**src/rtl/minbd_permute_stage.sv**
```systemverilog
// MinBD router datapath: registered eject/inject stage, then a registered two-level
// 2x2 permutation network. Define MINBD_AGE_EN for age-based priority and aging.
module minbd_permute_stage #(
    parameter int FLIT_W   = 16,
    parameter int COORD_W  = 2,
    parameter int AGE_W    = 3,
    parameter int ROUTER_X = 1,
    parameter int ROUTER_Y = 1
) (
    input  logic              clk,
    input  logic              rst,
    input  logic [FLIT_W-1:0] nty,
    input  logic [FLIT_W-1:0] ety,
    input  logic [FLIT_W-1:0] sty,
    input  logic [FLIT_W-1:0] wty,
    output logic [FLIT_W-1:0] nxt,
    output logic [FLIT_W-1:0] ext,
    output logic [FLIT_W-1:0] sxt,
    output logic [FLIT_W-1:0] wxt,
    input  logic              inj_valid,
    input  logic [FLIT_W-1:0] inj_flit,
    output logic              inj_ready,
    output logic              ej_valid,
    output logic [FLIT_W-1:0] ej_flit,
    output logic [15:0]       defl_cnt
);
    localparam int PAY_W = FLIT_W - 1 - 2 * COORD_W - AGE_W;
    localparam int VB    = FLIT_W - 1;
    localparam int YL    = VB - COORD_W;
    localparam int XL    = YL - COORD_W;
    localparam int AL    = XL - AGE_W;
    localparam logic [COORD_W-1:0] RX = COORD_W'(ROUTER_X);
    localparam logic [COORD_W-1:0] RY = COORD_W'(ROUTER_Y);
    localparam logic [2:0] DIR_N = 3'd0;
    localparam logic [2:0] DIR_S = 3'd2;
    localparam logic [2:0] DIR_E = 3'd1;
    localparam logic [2:0] DIR_W = 3'd3;
    localparam logic [2:0] DIR_L = 3'd4;

    typedef logic [FLIT_W-1:0] flit_t;

    generate
        if (PAY_W < 1) begin : g_width_check
            $error("minbd_permute_stage: FLIT_W leaves no payload bits");
        end
    endgenerate

    function automatic logic [2:0] prodDir(input flit_t f);
        logic [COORD_W-1:0] dx;
        logic [COORD_W-1:0] dy;
        dy = f[YL +: COORD_W];
        dx = f[XL +: COORD_W];
        if (dx > RX)      prodDir = DIR_E;
        else if (dx < RX) prodDir = DIR_W;
        else if (dy > RY) prodDir = DIR_N;
        else if (dy < RY) prodDir = DIR_S;
        else              prodDir = DIR_L;
    endfunction

    // In placement, a local-destined flit ranks below any productive flit.
    function automatic logic beats(input flit_t a, input logic [1:0] ia,
                                   input flit_t b, input logic [1:0] ib,
                                   input logic [1:0] ptr, input logic place);
        logic [1:0] ra;
        logic [1:0] rb;
        logic       la;
        logic       lb;
        ra = ia - ptr;
        rb = ib - ptr;
        la = (prodDir(a) == DIR_L);
        lb = (prodDir(b) == DIR_L);
        if (a[VB] != b[VB])                        beats = a[VB];
        else if (place && a[VB] && (la != lb))     beats = lb;
`ifdef MINBD_AGE_EN
        else if (a[VB] && (a[AL +: AGE_W] != b[AL +: AGE_W]))
                                                   beats = a[AL +: AGE_W] > b[AL +: AGE_W];
        else if (a[VB])                            beats = ia < ib;
`endif
        else                                       beats = ra < rb;
    endfunction

    flit_t       inA [4];
    flit_t       slotA_d [4];
    flit_t       slotA_q [4];
    flit_t       out_d [4];
    flit_t       out_q [4];
    flit_t       ejFlit_d, ejFlit_q, injFlit;
    logic        ejValid_d, ejValid_q;
    logic [1:0]  ejIdx, injIdx;
    logic        injFree;
    logic [1:0]  rr_q;
    logic [15:0] defl_d, defl_q;

    assign inA[0] = nty;
    assign inA[1] = ety;
    assign inA[2] = sty;
    assign inA[3] = wty;

    always_comb begin
        slotA_d   = '{default: '0};
        ejValid_d = 1'b0;
        ejIdx     = '0;
        injIdx    = '0;
        injFree   = 1'b0;
        for (int i = 0; i < 4; i++) begin
            if (inA[i][VB]) slotA_d[i] = inA[i];
        end
        for (int i = 0; i < 4; i++) begin
            if (slotA_d[i][VB] && (prodDir(slotA_d[i]) == DIR_L) &&
                (!ejValid_d || beats(slotA_d[i], 2'(i), slotA_d[ejIdx], ejIdx, rr_q, 1'b0))) begin
                ejValid_d = 1'b1;
                ejIdx     = 2'(i);
            end
        end
        ejFlit_d = ejValid_d ? slotA_d[ejIdx] : '0;
        if (ejValid_d) slotA_d[ejIdx] = '0;
        for (int i = 3; i >= 0; i--) begin
            if (!slotA_d[i][VB]) begin
                injFree = 1'b1;
                injIdx  = 2'(i);
            end
        end
        injFlit              = inj_flit;
        injFlit[VB]          = 1'b1;
        injFlit[AL +: AGE_W] = '0;
        if (inj_valid && injFree) slotA_d[injIdx] = injFlit;
    end

    assign inj_ready = injFree;

    always_comb begin
        flit_t       a, b, win, los;
        flit_t       nsF [2];
        flit_t       ewF [2];
        logic [1:0]  ia, ib, wi, li;
        logic [1:0]  nsI [2];
        logic [1:0]  ewI [2];
        logic        toNs;
        logic [2:0]  nDefl;
        logic [16:0] cntSum;
        a = '0; b = '0; win = '0; los = '0;
        ia = '0; ib = '0; wi = '0; li = '0;
        nsF = '{default: '0}; ewF = '{default: '0};
        nsI = '{default: '0}; ewI = '{default: '0};
        out_d = '{default: '0};
        toNs = 1'b0;
        nDefl = '0;
        for (int p = 0; p < 2; p++) begin
            a  = slotA_q[2*p];
            b  = slotA_q[2*p+1];
            ia = 2'(2*p);
            ib = 2'(2*p+1);
            if (beats(a, ia, b, ib, rr_q, 1'b1)) begin
                win = a; wi = ia; los = b; li = ib;
            end else begin
                win = b; wi = ib; los = a; li = ia;
            end
            toNs   = win[VB] && ((prodDir(win) == DIR_N) || (prodDir(win) == DIR_S));
            nsF[p] = toNs ? win : los;
            nsI[p] = toNs ? wi : li;
            ewF[p] = toNs ? los : win;
            ewI[p] = toNs ? li : wi;
        end
        // Level-2 winner takes its productive port; anything else lands on the default side.
        if (beats(nsF[0], nsI[0], nsF[1], nsI[1], rr_q, 1'b1)) begin
            win = nsF[0]; los = nsF[1];
        end else begin
            win = nsF[1]; los = nsF[0];
        end
        if (prodDir(win) == DIR_S) begin
            out_d[2] = win; out_d[0] = los;
        end else begin
            out_d[0] = win; out_d[2] = los;
        end
        if (beats(ewF[0], ewI[0], ewF[1], ewI[1], rr_q, 1'b1)) begin
            win = ewF[0]; los = ewF[1];
        end else begin
            win = ewF[1]; los = ewF[0];
        end
        if (prodDir(win) == DIR_W) begin
            out_d[3] = win; out_d[1] = los;
        end else begin
            out_d[1] = win; out_d[3] = los;
        end
        for (int p = 0; p < 4; p++) begin
            if (out_d[p][VB] && (prodDir(out_d[p]) != 3'(p))) begin
                nDefl = nDefl + 3'd1;
`ifdef MINBD_AGE_EN
                if (out_d[p][AL +: AGE_W] != '1)
                    out_d[p][AL +: AGE_W] = out_d[p][AL +: AGE_W] + AGE_W'(1);
`endif
            end
        end
        cntSum = {1'b0, defl_q} + {14'b0, nDefl};
        defl_d = cntSum[16] ? 16'hFFFF : cntSum[15:0];
    end

    always_ff @(posedge clk) begin
        if (rst) begin
            rr_q      <= '0;
            ejValid_q <= 1'b0;
            ejFlit_q  <= '0;
            defl_q    <= '0;
            for (int i = 0; i < 4; i++) begin
                slotA_q[i] <= '0;
                out_q[i]   <= '0;
            end
        end else begin
            rr_q      <= rr_q + 2'd1;
            ejValid_q <= ejValid_d;
            ejFlit_q  <= ejFlit_d;
            defl_q    <= defl_d;
            for (int i = 0; i < 4; i++) begin
                slotA_q[i] <= slotA_d[i];
                out_q[i]   <= out_d[i];
            end
        end
    end

    assign nxt      = out_q[0];
    assign ext      = out_q[1];
    assign sxt      = out_q[2];
    assign wxt      = out_q[3];
    assign ej_valid = ejValid_q;
    assign ej_flit  = ejFlit_q;
    assign defl_cnt = defl_q;
endmodule

```
**config.mk**
```make
export PLATFORM = sky130hd
export DESIGN_NAME = minbd_permute_stage
export DESIGN_NICKNAME = d
export VERILOG_FILES = /design/src/rtl/minbd_permute_stage.sv
export SDC_FILE = /design/constraint.sdc
export NUM_CORES = 1
export LEC_CHECK = 0
export CAP_MARGIN = 15
export CORE_UTILIZATION = 51
export DETAILED_ROUTE_END_ITERATION = 16
export PLACE_DENSITY_LB_ADDON = 0.05
export SYNTH_ARGS = -nofsm -noshare
export SYNTH_HDL_FRONTEND = slang
export SYNTH_SLANG_ARGS = --single-unit
export TNS_END_PERCENT = 50
```
**constraint.sdc**
```tcl
create_clock -name clk -period 9.45 [get_ports clk]
set_input_delay 1.89 -clock clk [delete_from_list [all_inputs] [get_ports clk]]
set_output_delay 1.89 -clock clk [all_outputs]
set_load 0.01 [all_outputs]
```
==> summary.txt <==
Seq pwr share: 39.3%
TritonCTS clock tree: yes
P_leak: 4.082 nW
Post-synth ARST share: 0%
commonest cells after routing, fill and taps aside: clkdlybuf4s50_1 (175), dfxtp_1 (163), nand2_1 (160)
Fillers: 1262
Req. time, crit path: 7.56 ns
post-CTS sizing: 0
Worst Hold Class: reg2reg
PortBufs: 176
# IOs: 181
status: finished, final reports clean
Synth cell types: 73
CTS root buffer: clkbuf_16
WP data arrival: 6.95 ns
nets: 1219
Synth Flop Type: dfxtp_1
CTS Buf Count: 17
min cycle time layout: 8.838 ns
overflow left after global routing: 0
Vias/cell: 5.777
post-synthesis sequential area ratio: 40.18%
IR drop worst, VDD: 0.1258 mV
Final setup viols: 0
Final GP Congestion: 0.9315
Worst Skew: 0.01229 ns
GRT Resource Usage Total: 28.64%
drt total wl: 22.89 mm
Rel. slew slack: 36.25%
CP max FO: 13
max-slew violations: 0
initial antenna violation count: 1
sw frac: 30.64%
die footprint: 16430 µm²
CTS hold repair buffers: 0
CP endpoint kind: output port
Worst-Skew Late Latency: 0.43 ns
YS warnings: 0
Max Fclk: 113.1 MHz
flop2flop setup slack: 1.23 ns
H-tree depth: 4
largest net degree at the start of global routing: 122
post-route ant nets: 0
Psw: 0.5972 mW
crit share post-route: 93.53%
Reg clk slew, reported paths: 0.07 ns
synthesized cell area: 8120 µm²
commonest non-fill, non-tap cell in the layout: clkdlybuf4s50_1
core area: 15370 µm²
Post-DP HPWL: 17.05 mm
RSZ-0062 raised after global routing: no
CP Class: in2out
# DRC: 0
CP max stage cell: a2111oi_0
Antenna diodes: 0
largest stage delay on the critical path: 0.61 ns
number of global-route vias before repair: 6867
Clk pwr share: 35.4%
WP buf/inv: 4
post-CTS setup buffer count: 0
Std-Cell Rows: 45
die height: 128.2 µm
DIE WIDTH: 128.2 µm
max cap viols: 0
first-pass GRT wire length: 36.58 mm
deepest clock path buffer count: 2
CP startpoint kind: input port
Top delay family on crit path: compound AO/OA/AOI/OAI gates
setup TNS: 0 ns
combinational share of power: 25.4%
share of layout cells above drive strength 1: 10.46%
Yosys reg bits: 163
Post-synth EDFFs: 0
DR vias: 7736
DR WL/cell: 17.09 µm
Tightest Pin Transition: 0.9498 ns
crit-path cells: clkdlybuf4s50_1 -> buf_4 -> nand2b_1 -> a2111oi_0 -> nand2b_1 -> nand2_1 -> xnor2_1 -> ha_1 -> nor2_1 -> a21oi_1 -> o32a_1 -> nor2_1 -> o21ai_0 -> fa_1 -> inv_1 -> o21ai_1 -> o211a_1 -> nand2b_1 -> nor2_1 -> nand4_1 -> clkdlybuf4s50_1
area of the multi-input gates: 4478 µm²
Internal: 1.352 mW
Final Power: 1.949 mW
area growth from synthesis to layout: 30.92%
count of final hold-check violations: 0
DR pass1 iterations: 5
register area: 3263 µm²
Clock Sinks: 163
initial DRC count: 773
Pwr Density: 183.3 nW/µm²
Post-Syn Instances: 963
Initial Util: 52.83%
Synth Area per Inst: 8.432 µm²
[cell families (layout without fill, tap and decap cells)]
kind of cell | count (synthesis) | after routing | synth area share, %
other | 1 | 2 | 0.04618
AO/OA/AOI/OAI | 247 | 247 | 20.11
flip-flops | 163 | 163 | 40.18
multiplexers | 61 | 61 | 8.290
buffers and inverters | 97 | 261 | 4.761
AND/OR/NAND/NOR | 353 | 353 | 21.03
adder cells (fa/ha/maj) | 21 | 21 | 3.421
XOR/XNOR | 20 | 20 | 2.157
[power by group through the flow]
stage                     combinational, mW  sequential, mW  clock (mW)
after floorplan                       0.293           0.793           0
after global placement                0.480           0.780           0
after detailed placement              0.484           0.781           0
after CTS                             0.488           0.765       0.699
after global routing                  0.538           0.770       0.728
final                                 0.494           0.765       0.690
[state kept, by name, summed over array words and instances, names as in the netlist]
signal / count
ej_flit: 16
ej_valid: 1
out_q: 64
slotA_q: 64
defl_cnt: 16
rr_q: 2
[synth_stat cells, types with 4 or more instances]
library cell	instances	share of area [%]
a211oi_1	6	0.55
a21oi_1	103	6.3
a22o_1	13	1.4
a31oi_1	6	0.46
and3_1	14	1.1
and4b_1	4	0.49
buf_1	7	0.32
buf_4	5	0.46
clkbuf_1	43	2.0
dfxtp_1	163	40
ha_1	19	2.9
inv_1	37	1.7
mux2_2	49	6.8
mux2i_1	11	1.4
nand2_1	160	7.4
nand2b_1	23	1.8
nand3_1	36	2.2
nand4_1	6	0.46
nor2_1	45	2.1
nor2b_1	10	0.77
nor3_1	16	0.99
o21ai_0	23	1.4
o21ai_1	5	0.31
o22ai_1	5	0.39
o311ai_0	5	0.54
o31a_1	4	0.43
o31ai_1	10	0.92
o32ai_1	23	2.5
or2_2	4	0.31
or3_1	8	0.62
xnor2_1	6	0.65
xor2_1	14	1.5
[layout make-up]
cell class / count / area share (%)
inverter: 39 / 1.377
clock inverter: 14 / 1.471
clock buffer: 18 / 4.131
sequential: 163 / 30.69
timing repair buffer: 190 / 17.72
multi-input combinational: 704 / 42.12
tap: 211 / 2.483
[per-layer routing]
metal,vias to the layer above,track usage [%],share of wire (%)
li1,3737,-,-
met1,3541,44.56,50
met5,-,0,0.044
met3,17,6.970,9.6
met2,439,39.24,40
met4,2,5.882,0.69
[worst reg2reg max path: cells and delay by family (launching register included)]
family	cells	cell delay (ns)
DFF	1	0.50
buffers and inverters	2	0.58
xor gates and xnor gates	3	0.62
AOI/OAI and AO/OA	9	2.50
adders and majority gates	6	1.74
and+or+nand+nor	7	2.22
[path summary, 6_finish.rpt]
check / startpoint / to / cells after the start
worst max-delay path: nty[15] / inj_ready / 21
worst min-delay path: defl_cnt[15] / defl_cnt[15] / 1
worst max register to register: rr_q[1] / defl_cnt[13] / 27
worst min register to register: defl_cnt[15] / defl_cnt[15] / 1
[stage by stage]
step | hold slack, ns | utilization (%) | setup slack [ns] | cells | instance area [µm²]
2_1_floorplan | 0.5124 | - | 1.505 | 964 | 8124
3_3_place_gp | 0.5077 | 65.11 | 0.7378 | 1306 | 10010
3_5_place_dp | 0.5080 | 65.11 | 0.7455 | 1306 | 10010
4_1_cts | 0.5239 | 68.99 | 0.7073 | 1338 | 10600
5_1_grt | 0.5732 | 69.17 | 0.2668 | 1339 | 10630
6_report | 0.5252 | 69.17 | 0.6117 | 1339 | 10630
(Power assumes the default switching activity.)
